## config.mk

```make
export PLATFORM = sky130hd
export DESIGN_NAME = uart_imem_loader
export DESIGN_NICKNAME = d
export VERILOG_FILES = /design/src/rtl/uart_imem_loader_pkg.sv /design/src/rtl/uart_imem_loader_rx.sv /design/src/rtl/uart_imem_loader.sv
export SDC_FILE = /design/constraint.sdc
export NUM_CORES = 1
export LEC_CHECK = 0
export CORE_MARGIN = 4
export CORE_UTILIZATION = 55
export DETAILED_ROUTE_END_ITERATION = 8
export DONT_BUFFER_PORTS = 1
export PLACE_DENSITY = 0.74
export SLEW_MARGIN = 20
export SYNTH_ARGS = -nofsm -noshare
export SYNTH_HDL_FRONTEND = slang
export SYNTH_SLANG_ARGS = --single-unit
export TNS_END_PERCENT = 20
```

## constraint.sdc

```tcl
create_clock -name clk -period 4.38 [get_ports clk]
set_input_delay 0.438 -clock clk [delete_from_list [all_inputs] [get_ports clk]]
set_output_delay 0.438 -clock clk [all_outputs]
set_load 0.005 [all_outputs]
```

## src/rtl/uart_imem_loader_pkg.sv

```systemverilog
// Shared constants for the UART boot loader: loader FSM encodings, receiver
// bit-FSM encodings and the 8N1 frame layout.
package uart_imem_loader_pkg;

  localparam logic [1:0] S_LEN  = 2'd0;
  localparam logic [1:0] S_DATA = 2'd1;
  localparam logic [1:0] S_DONE = 2'd2;
  localparam logic [1:0] S_ERR  = 2'd3;

  localparam logic [1:0] RX_IDLE  = 2'd0;
  localparam logic [1:0] RX_START = 2'd1;
  localparam logic [1:0] RX_DATA  = 2'd2;
  localparam logic [1:0] RX_STOP  = 2'd3;

  localparam logic UART_START_BIT = 1'b0;
  localparam logic UART_STOP_BIT  = 1'b1;
  localparam int   UART_DATA_BITS = 8;

endpackage

```

## src/rtl/uart_imem_loader_rx.sv

```systemverilog
// 8N1 UART byte receiver: 2-FF synchronizer, mid-bit sampling baud counter,
// one-cycle byte_valid / frame_err pulses.
module uart_rx_byte
  import uart_imem_loader_pkg::*;
#(
  parameter int BAUD_DIV = 868
) (
  input  logic       clk,
  input  logic       rst,
  input  logic       uart_rx,
  output logic       byte_valid,
  output logic [7:0] rx_byte,
  output logic       frame_err
);

  localparam int CNT_W = $clog2(BAUD_DIV);
  localparam logic [CNT_W-1:0] HALF_LAST = CNT_W'(BAUD_DIV / 2 - 1);
  localparam logic [CNT_W-1:0] FULL_LAST = CNT_W'(BAUD_DIV - 1);

  logic [1:0]       sync_q;
  logic             prev_q;
  logic [1:0]       state_q, state_d;
  logic [CNT_W-1:0] cnt_q, cnt_d;
  logic [2:0]       bit_q, bit_d;
  logic [7:0]       shift_q, shift_d;
  logic             valid_q, valid_d;
  logic             ferr_q, ferr_d;
  logic             rx_s;

  assign rx_s = sync_q[1];

  always_comb begin
    state_d = state_q;
    cnt_d   = cnt_q;
    bit_d   = bit_q;
    shift_d = shift_q;
    valid_d = 1'b0;
    ferr_d  = 1'b0;
    case (state_q)
      RX_IDLE: begin
        if (prev_q && !rx_s) begin
          state_d = RX_START;
          cnt_d   = '0;
        end
      end
      RX_START: begin
        // A start bit that is high again at mid-bit was only a glitch.
        if (cnt_q == HALF_LAST) begin
          cnt_d = '0;
          bit_d = '0;
          state_d = (rx_s == UART_START_BIT) ? RX_DATA : RX_IDLE;
        end else begin
          cnt_d = cnt_q + 1'b1;
        end
      end
      RX_DATA: begin
        if (cnt_q == FULL_LAST) begin
          cnt_d   = '0;
          shift_d = {rx_s, shift_q[7:1]};
          bit_d   = bit_q + 3'd1;
          if (bit_q == 3'(UART_DATA_BITS - 1)) state_d = RX_STOP;
        end else begin
          cnt_d = cnt_q + 1'b1;
        end
      end
      default: begin
        if (cnt_q == FULL_LAST) begin
          cnt_d   = '0;
          state_d = RX_IDLE;
          if (rx_s == UART_STOP_BIT) valid_d = 1'b1;
          else                       ferr_d  = 1'b1;
        end else begin
          cnt_d = cnt_q + 1'b1;
        end
      end
    endcase
  end

  always_ff @(posedge clk or posedge rst) begin
    if (rst) begin
      sync_q  <= 2'b11;
      prev_q  <= 1'b1;
      state_q <= RX_IDLE;
      cnt_q   <= '0;
      bit_q   <= '0;
      shift_q <= '0;
      valid_q <= 1'b0;
      ferr_q  <= 1'b0;
    end else begin
      sync_q  <= {sync_q[0], uart_rx};
      prev_q  <= rx_s;
      state_q <= state_d;
      cnt_q   <= cnt_d;
      bit_q   <= bit_d;
      shift_q <= shift_d;
      valid_q <= valid_d;
      ferr_q  <= ferr_d;
    end
  end

  assign byte_valid = valid_q;
  assign rx_byte    = shift_q;
  assign frame_err  = ferr_q;

endmodule

```

## src/rtl/uart_imem_loader.sv

```systemverilog
// Boot loader: receives a length-prefixed little-endian word image over UART,
// writes it into instruction memory and releases the core reset when complete.
module uart_imem_loader
  import uart_imem_loader_pkg::*;
#(
  parameter int BAUD_DIV = 868,
  parameter int ADDR_W   = 10
) (
  input  logic              clk,
  input  logic              rst,
  input  logic              uart_rx,
  output logic              imem_we,
  output logic [ADDR_W-1:0] imem_addr,
  output logic [31:0]       imem_wdata,
  output logic              core_rst,
  output logic              done,
  output logic              err
);

  localparam logic [31:0] CAPACITY = 32'(2 ** ADDR_W);

  logic       byte_valid;
  logic [7:0] rx_byte;
  logic       frame_err;

  uart_rx_byte #(.BAUD_DIV(BAUD_DIV)) u_rx (
    .clk        (clk),
    .rst        (rst),
    .uart_rx    (uart_rx),
    .byte_valid (byte_valid),
    .rx_byte    (rx_byte),
    .frame_err  (frame_err)
  );

  logic [1:0]        state_q, state_d;
  logic [1:0]        byte_cnt_q, byte_cnt_d;
  logic [31:0]       asm_q, asm_d;
  logic [ADDR_W:0]   len_q, len_d;
  logic [ADDR_W:0]   idx_q, idx_d;
  logic              we_q, we_d;
  logic [ADDR_W-1:0] addr_q, addr_d;
  logic [31:0]       wdata_q, wdata_d;
  logic              core_rst_q, core_rst_d;
  logic              done_q, done_d;
  logic              err_q, err_d;
  logic [31:0]       word_next;

  assign word_next = {rx_byte, asm_q[31:8]};

  always_comb begin
    state_d    = state_q;
    byte_cnt_d = byte_cnt_q;
    asm_d      = asm_q;
    len_d      = len_q;
    idx_d      = idx_q;
    we_d       = 1'b0;
    addr_d     = addr_q;
    wdata_d    = wdata_q;
    core_rst_d = core_rst_q;
    done_d     = done_q;
    err_d      = err_q;
    case (state_q)
      S_LEN: begin
        if (frame_err) begin
          state_d = S_ERR;
          err_d   = 1'b1;
        end else if (byte_valid) begin
          asm_d      = word_next;
          byte_cnt_d = byte_cnt_q + 2'd1;
          if (byte_cnt_q == 2'd3) begin
            if (word_next == 32'd0) begin
              state_d    = S_DONE;
              done_d     = 1'b1;
              core_rst_d = 1'b0;
            end else if (word_next > CAPACITY) begin
              state_d = S_ERR;
              err_d   = 1'b1;
            end else begin
              state_d = S_DATA;
              len_d   = word_next[ADDR_W:0];
              idx_d   = '0;
            end
          end
        end
      end
      S_DATA: begin
        // idx_q was bumped with the strobe, so it equals len_q after the last word.
        if (frame_err) begin
          state_d = S_ERR;
          err_d   = 1'b1;
        end else if (we_q && idx_q == len_q) begin
          state_d    = S_DONE;
          done_d     = 1'b1;
          core_rst_d = 1'b0;
        end else if (byte_valid) begin
          asm_d      = word_next;
          byte_cnt_d = byte_cnt_q + 2'd1;
          if (byte_cnt_q == 2'd3) begin
            we_d    = 1'b1;
            wdata_d = word_next;
            addr_d  = idx_q[ADDR_W-1:0];
            idx_d   = idx_q + 1'b1;
          end
        end
      end
      default: ;
    endcase
  end

  always_ff @(posedge clk or posedge rst) begin
    if (rst) begin
      state_q    <= S_LEN;
      byte_cnt_q <= '0;
      asm_q      <= '0;
      len_q      <= '0;
      idx_q      <= '0;
      we_q       <= 1'b0;
      addr_q     <= '0;
      wdata_q    <= '0;
      core_rst_q <= 1'b1;
      done_q     <= 1'b0;
      err_q      <= 1'b0;
    end else begin
      state_q    <= state_d;
      byte_cnt_q <= byte_cnt_d;
      asm_q      <= asm_d;
      len_q      <= len_d;
      idx_q      <= idx_d;
      we_q       <= we_d;
      addr_q     <= addr_d;
      wdata_q    <= wdata_d;
      core_rst_q <= core_rst_d;
      done_q     <= done_d;
      err_q      <= err_d;
    end
  end

  assign imem_we    = we_q;
  assign imem_addr  = addr_q;
  assign imem_wdata = wdata_q;
  assign core_rst   = core_rst_q;
  assign done       = done_q;
  assign err        = err_q;

endmodule

```

==> parameters.txt, run 1 <==
Parameter                              Value

Outcome
  Result of the run ... finished clean

Route
  DRC violation total after the first TritonRoute iteration ... 186
  DRC violation count after routing ... 0
  Antenna violation net count after detailed routing ... 0
  Average vias per placed instance ... 5.581
  Total wire length after detailed routing ... 10280 µm
  Wire per inst ... 18.16 µm
  1st-pass router iterations ... 6
  Vias ... 3159

Synth
  Most used flip-flop cell after synthesis ... sky130_fd_sc_hd__dfrtp_1
  Post-synth cell types ... 50
  Post-synth EDFFs ... 0
  Net count after synthesis ... 421
  Mapped Cells ... 412
  Yosys synthesis warning count ... 0
  Share of async-settable or async-resettable flops after synthesis ... 100.0%
  Sequential-to-total area share from yosys stat ... 55.30%
  Summed instance area of the synthesized netlist ... 5620 µm²
  Avg Synthesized Cell Area ... 13.64 µm²
  Register bit total from synthesis ... 124

GRT
  Largest net degree at the start of global routing ... 62
  Overflow left after global routing ... 0
  Antenna violations before repair ... 0
  Vias in the first global route ... 3309
  First-pass GRT wire length ... 17170 µm
  Tot GR Track Use ... 19.15%

CTS
  Clock tree from TritonCTS ... yes
  Buffer cell driving the clock tree root ... sky130_fd_sc_hd__clkbuf_8
  Quantity of gates resized following cts ... 0
  # H-tree levels ... 4
  Clk_lat worst skew ... 0.52 ns
  Clock Path Buffers ... 2
  Number of clock buffers inserted by TritonCTS ... 17
  Clock sink total ... 124
  CTS hold repair buffers ... 2
  Clock transition at the registers of the reported paths ... 0.06 ns
  Post-CTS setup repair buffer count ... 0

Finish
  Antenna Diode Count ... 0
  Number of inserted filler cells in the final layout ... 726
  Nets@finish ... 429
  Ratio of cells with drive above 1 in the final layout ... 31.18%
  Area growth, synth to finish ... 11.02%
  Most common cell after layout, fill and taps aside ... sky130_fd_sc_hd__dfrtp_1
  Core Util, Final ... 63.25%
  Highest-count cells in the layout ignoring fill and taps ... sky130_fd_sc_hd__dfrtp_1 (120), sky130_fd_sc_hd__mux2_4 (60), sky130_fd_sc_hd__nand2_1 (27), sky130_fd_sc_hd__mux2_2 (27), sky130_fd_sc_hd__nor2_1 (25)

Setup path
  Worst endpoint data arrival time ... 3.07 ns
  Required time at the endpoint of the critical path ... 4.78 ns
  Type of element capturing the critical path ... flip-flop
  Highest fanout seen on the critical path ... 29
  Logic depth of the worst register-to-register path ... 6
  Worst Setup Path Type ... reg -> reg
  Start point of the critical path ... idx_q[1]
  Source of the worst register-to-register timing path ... idx_q[1]
  Endpoint of the worst-slack reg-to-reg timing path ... imem_wdata[24]
  Critical path startpoint category ... flip-flop
  Worst setup path endpoint ... imem_wdata[24]
  Minimum setup slack among reg-to-reg paths ... 1.72 ns

Power and ir drop
  Internal Pwr Total ... 2082 µW
  Share of total power consumed by net switching ... 22.65%
  Reported net switching power ... 609.8 µW
  Power density cells ... 431.4 nW/µm²
  Sequential share of power ... 45.2%
  Portion of total power attributed to combinational logic ... 5.3%
  Max VDD drop ... 324.8 µV
  Leakage power total ... 0.003157 µW
  Relative contribution of the clock network to total power ... 49.5%

Floorplan
  Total Die Area ... 11900 µm²
  Initial core utilization ... 56.98%
  Placeable core region ... 9864 µm²
  Vertical die dimension ... 109.1 µm
  Core Rows ... 36
  Horizontal extent of the die ... 109.1 µm
  I/O pin count ... 49

Hold path
  Startpoint of the most critical hold path ... u_rx.sync_q[0]
  Worst min-delay path category ... reg -> reg

STA
  Post-Route Skew ... 0.009754 ns
  Worst-margin pin slew ... 0.8229 ns
  TNS Setup ... 0 ns
  Final number of hold-violating endpoints ... 0
  Final clock period utilization by the worst path ... 60.83%
  Relative slew slack ... 45.14%
  Upper clock frequency limit ... 375.3 MHz
  Final min period ... 2.664 ns
  Count of endpoints failing setup in the final report ... 0
  Slew Limit Fails ... 0
  Fin Hold WS ... 0.3563 ns
  RSZ-0062 raised after global routing ... false
  Worst setup slack after layout ... 1.716 ns

Job
  Count of maximum capacitance violations ... 0

Placed design
  Quantity of I/O buffers inserted on ports ... 0
  DP HPWL ... 6604 µm
  Setup WS pre-CTS ... 1.732 ns
  RePlAce Congestion ... 0.7805
-- cells in the mapped netlist (3+ instances only) --
master	n	area share (%)
sky130_fd_sc_hd__mux2_2	27	5.4
sky130_fd_sc_hd__a21oi_1	7	0.62
sky130_fd_sc_hd__buf_6	4	0.80
sky130_fd_sc_hd__xor2_1	16	2.5
sky130_fd_sc_hd__nor4_1	8	0.89
sky130_fd_sc_hd__buf_12	4	1.4
sky130_fd_sc_hd__nor2_1	25	1.7
sky130_fd_sc_hd__nand3_1	11	0.98
sky130_fd_sc_hd__nor3_1	5	0.45
sky130_fd_sc_hd__mux2_4	60	16
sky130_fd_sc_hd__buf_2	4	0.36
sky130_fd_sc_hd__clkbuf_1	3	0.20
sky130_fd_sc_hd__nand4_1	3	0.33
sky130_fd_sc_hd__dfstp_2	4	1.9
sky130_fd_sc_hd__nand2_1	27	1.8
sky130_fd_sc_hd__inv_1	7	0.47
sky130_fd_sc_hd__and3_1	9	1.0
sky130_fd_sc_hd__nand2b_1	3	0.33
sky130_fd_sc_hd__dfrtp_1	120	53
sky130_fd_sc_hd__ha_1	6	1.3
sky130_fd_sc_hd__o21ai_0	17	1.5
sky130_fd_sc_hd__o31ai_1	8	1.1
-- layer usage --
metal / vias to the layer above / part of all wire, % / track usage (%)
met5: - / 0 / 0
met4: 0 / 0.85 / 6.312
met3: 8 / 4.5 / 6.690
met2: 50 / 48 / 29.78
met1: 1609 / 46 / 25.17
li1: 1492 / - / -
-- worst max-delay path, stage by stage (launching register included) --
cell	delay, ns
sky130_fd_sc_hd__dfrtp_1	0.44
sky130_fd_sc_hd__xor2_1	0.27
sky130_fd_sc_hd__nor4_2	0.10
sky130_fd_sc_hd__nand3_1	0.11
sky130_fd_sc_hd__and3_2	0.73
sky130_fd_sc_hd__buf_4	0.52
sky130_fd_sc_hd__mux2_4	0.34
-- cells by family after synthesis --
logic type | share of synthesized area (%)
buffers and inverters | 3.339
and+or+nand+nor | 10.49
muxes | 21.99
adders and majority gates | 1.336
DFF | 55.30
AOI/OAI and AO/OA | 4.742
xor gates and xnor gates | 2.805
-- worst min-delay path by stage --
stage	cells after the start	endpoint
2_1_floorplan	0	u_rx.sync_q[1]
3_3_place_gp	0	u_rx.sync_q[1]
3_5_place_dp	0	u_rx.sync_q[1]
4_1_cts	0	u_rx.sync_q[1]
5_1_grt	0	u_rx.sync_q[1]
6_report	0	u_rx.sync_q[1]
-- area by class of cell --
| cell class | count | area [µm²] | area share [%] |
|---|---|---|---|
| flip-flops and latches | 124 | 3108 | 49.81 |
| multi-input cells | 265 | 2331 | 37.36 |
| clock buffers | 24 | 470.5 | 7.540 |
| well taps | 133 | 166.4 | 2.667 |
| clock inverters | 8 | 92.59 | 1.484 |
| repair buffers | 5 | 42.54 | 0.6818 |
| inverters | 7 | 28.78 | 0.4612 |
-- flip-flops by register name, indices dropped and copies added (netlist names), 2 cells and up --
signal,flops
byte_cnt_q,2
u_rx.bit_q,3
len_q,11
u_rx.cnt_q,10
idx_q,11
u_rx.rx_byte,8
state_q,2
asm_q,24
u_rx.sync_q,2
imem_addr,10
u_rx.state_q,2
imem_wdata,32
-- power groups by stage --
stage / combinational, µW / sequential (µW) / clock, µW
after floorplan: 130 / 1220 / 0
final: 144 / 1220 / 1330
after global placement: 139 / 1230 / 0
after CTS: 148 / 1220 / 1350
after global routing: 166 / 1220 / 1420
after detailed placement: 145 / 1230 / 0
-- through the flow --
stage | power (µW) | area, µm² | instances
2_1_floorplan | 1349 | 5620 | 412
3_3_place_gp | 1371 | 5652 | 532
3_5_place_dp | 1380 | 5652 | 532
4_1_cts | 2716 | 6235 | 566
5_1_grt | 2803 | 6240 | 566
6_report | 2692 | 6240 | 566
Power figures use the tool's default switching activity.
==> run 2, diff against run 1 <==
- clock period: 4.38 -> 2.5 ns (I/O delays scaled with it)
==> run 2 against run 1 <==
  * Global-route usage about the same
  * Worst hold slack lost 0.077 ns
  * Register-to-register slack lost 1.5 ns
  * Critical endpoint is now asm_q[26]
==> parameters.txt, run 2 (synthesized netlist as in run 1, its figures left out) <==
Parameter                              Value

Finish
  Final cell area excluding filler cells ... 6344 µm² (+1.7%)
  Most common cell after layout, fill and taps aside ... sky130_fd_sc_hd__dfrtp_1
  Max FFs per register ... 32 (unchanged)
  Number of inserted filler cells in the final layout ... 682 (-6.1%)
  Area growth, synth to finish ... 12.87%
  Final std cells w/o fill ... 569 (+0.53%)
  Nets@finish ... 432 (+0.70%)
  Antenna Diode Count ... 0 (unchanged)
  Ratio of cells with drive above 1 in the final layout ... 32.34% (+1.2 points)
  Highest-count cells in the layout ignoring fill and taps ... sky130_fd_sc_hd__dfrtp_1 (120), sky130_fd_sc_hd__mux2_4 (60), sky130_fd_sc_hd__nand2_1 (27), sky130_fd_sc_hd__mux2_2 (27), sky130_fd_sc_hd__nor2_1 (25)

Hold path
  Worst min-delay path category ... in -> reg
  Number of instances on the worst hold path ... 1 (+1)

GRT
  Antenna violations before repair ... 0 (unchanged)
  Overflow left after global routing ... 0 (unchanged)
  First-pass GRT wire length ... 17480 µm (+1.8%)
  Largest net degree at the start of global routing ... 47 (-24%)
  Vias in the first global route ... 3411 (+3.1%)
  Tot GR Track Use ... 19.15% (about the same)

Setup path
  Worst endpoint data arrival time ... 2.64 ns (-0.43 ns)
  Cell breakdown of the critical path ... xor2_1 -> nor4_2 -> and3_4 -> nor3_4 -> nand2_4 -> mux2_2
  Critical path startpoint category ... flip-flop
  Cell at the slowest stage of the critical path ... sky130_fd_sc_hd__dfrtp_1
  Type of element capturing the critical path ... flip-flop
  Critical path depth in cells ... 6 (unchanged)
  Highest fanout seen on the critical path ... 26 (-10%)
  Cell family with most CP delay ... simple AND/OR/NAND/NOR gates
  Logic depth of the worst register-to-register path ... 6 (unchanged)
  Required time at the endpoint of the critical path ... 2.90 ns (-1.88 ns)
  Worst Setup Path Type ... reg -> reg
  Critical path buffer and inverter count ... 0 (-1)
  Delay of the slowest cell on the worst path ... 0.44 ns (-0.29 ns)

Power and ir drop
  Internal Pwr Total ... 3737 µW (+80%)
  Relative contribution of the clock network to total power ... 51.3% (+1.8 points)
  Leakage power total ... 0.003194 µW (+1.2%)
  Share of total power consumed by net switching ... 23.87% (+1.2 points)
  Reported net switching power ... 1172 µW (+92%)
  Sequential share of power ... 43.3% (-1.9 points)
  Overall power of the completed layout ... 4909 µW (+82%)
  Power density cells ... 773.8 nW/µm² (+79%)
  Max VDD drop ... 589.8 µV (+82%)
  Portion of total power attributed to combinational logic ... 5.4% (about the same)

Placed design
  DP HPWL ... 6663 µm (+0.89%)
  RePlAce Congestion ... 0.7564 (-3.1%)
  Quantity of I/O buffers inserted on ports ... 0 (unchanged)
  Inst Count DP ... 535 (+0.56%)
  Setup WS pre-CTS ... 0.3147 ns (-1.418 ns)
  Instance area at placement ... 5713 µm² (+1.1%)

Route
  Antenna violation net count after detailed routing ... 0 (unchanged)
  DRC violation count after routing ... 0 (unchanged)
  Wire per inst ... 18.53 µm (+2.0%)
  Average vias per placed instance ... 5.576 (about the same)
  1st-pass router iterations ... 4 (-2)
  Total wire length after detailed routing ... 10550 µm (+2.6%)
  DRC violation total after the first TritonRoute iteration ... 184 (-1.1%)
  Vias ... 3173 (+0.44%)

Floorplan
  Placeable core region ... 9864 µm² (unchanged)
  Horizontal extent of the die ... 109.1 µm (unchanged)
  Total Die Area ... 11900 µm² (unchanged)
  Initial core utilization ... 56.98% (unchanged)
  I/O pin count ... 49 (unchanged)
  Vertical die dimension ... 109.1 µm (unchanged)
  Core Rows ... 36 (unchanged)

STA
  Final number of hold-violating endpoints ... 0 (unchanged)
  Final clock period utilization by the worst path ... 89.73% (+29 points)
  Count of endpoints failing setup in the final report ... 0 (unchanged)
  Upper clock frequency limit ... 445.8 MHz (+19%)
  Worst-margin pin slew ... 0.8861 ns (+0.06315 ns)
  Worst setup slack after layout ... 0.2566 ns (-1.459 ns)
  Final min period ... 2.243 ns (-0.4210 ns)
  TNS Setup ... 0 ns (unchanged)
  Post-Route Skew ... 0.008764 ns (-0.0009898 ns)
  Relative slew slack ... 40.80% (-4.3 points)
  Slew Limit Fails ... 0 (unchanged)
  RSZ-0062 raised after global routing ... false

CTS
  Clock tree from TritonCTS ... yes
  Clk_lat worst skew ... 0.52 ns (about the same)
  Clock Path Buffers ... 2 (unchanged)
  Clock sink total ... 124 (unchanged)
  Quantity of gates resized following cts ... 0 (unchanged)
  # H-tree levels ... 4 (unchanged)
  Clock transition at the registers of the reported paths ... 0.06 ns (about the same)
  Number of clock buffers inserted by TritonCTS ... 17 (unchanged)
  Buffer cell driving the clock tree root ... sky130_fd_sc_hd__clkbuf_8

Job
  Count of maximum capacitance violations ... 0 (unchanged)

Outcome
  Result of the run ... finished clean
==> run 2: changes by cell type in the layout (fill, tap and decap cells not counted), sizes merged <==
cell / previous run / this run
buf: 3 / 6
clkinv: 5 / 3
inv: 7 / 12
clkbuf: 24 / 18
bufinv: 2 / 3
clkinvlp: 1 / 3
==> run 2: per-layer routing <==
metal | GRT usage (%) | part of all wire [%] | up-vias
li1 | - | - | 1487
met1 | 24.68 | 44 | 1614
met2 | 31.10 | 51 | 64
met3 | 6.217 | 3.8 | 8
met4 | 5.410 | 0.93 | 0
met5 | 0 | 0 | -
==> run 2: final cells by class <==
| class | count | area [µm²] | area share (%) |
|---|---|---|---|
| timing repair buffer | 8 | 102.6 | 1.617 |
| clock inverter | 14 | 182.7 | 2.880 |
| sequential | 124 | 3108 | 48.99 |
| clock buffer | 18 | 427.9 | 6.746 |
| inverter | 7 | 30.03 | 0.4734 |
| multi-input combinational | 265 | 2326 | 36.67 |
| tap | 133 | 166.4 | 2.623 |
==> run 2: worst paths after layout <==
| path | startpoint | to | slack (ns) |
|---|---|---|---|
| min | uart_rx | u_rx.sync_q[0] | 0.28 |
| min reg2reg | u_rx.sync_q[0] | u_rx.sync_q[1] | 0.36 |
| min in group asynchronous | rst | u_rx.cnt_q[6] | 0.40 |
| max reg2reg | idx_q[2] | asm_q[26] | 0.26 |
| max | idx_q[2] | asm_q[26] | 0.26 |
| max in group asynchronous | rst | u_rx.sync_q[1] | 1.38 |
==> run 2: repair_timing <==
action / CTS / global route
setup buffers: 0 / 0
hold buffers: 2 / 0
endpoints found under the hold margin: 37 / 0
==> run 2: power groups by stage <==
stage / sequential, µW / combinational, µW / clock (µW)
floorplan: 2140 / 228 / 0
global placement: 2160 / 257 / 0
detailed placement: 2160 / 263 / 0
CTS: 2130 / 270 / 2550
global route: 2140 / 303 / 2640
finish: 2130 / 265 / 2520
==> run 2: stage by stage <==
step / utilization, % / hold WS, ns
2_1_floorplan: - / 0.2545
3_5_place_dp: 57.91 / 0.2545
4_1_cts: 64.31 / 0.2549
3_3_place_gp: 57.91 / 0.2545
6_report: 64.31 / 0.2792
5_1_grt: 64.31 / 0.2790
==> run 2: worst register-to-register path, delay by kind of cell (launching register included) <==
kind	cells	cell delay [ns]
flops	1	0.44
simple gates	4	1.09
xor+xnor	1	0.19
mux	1	0.41
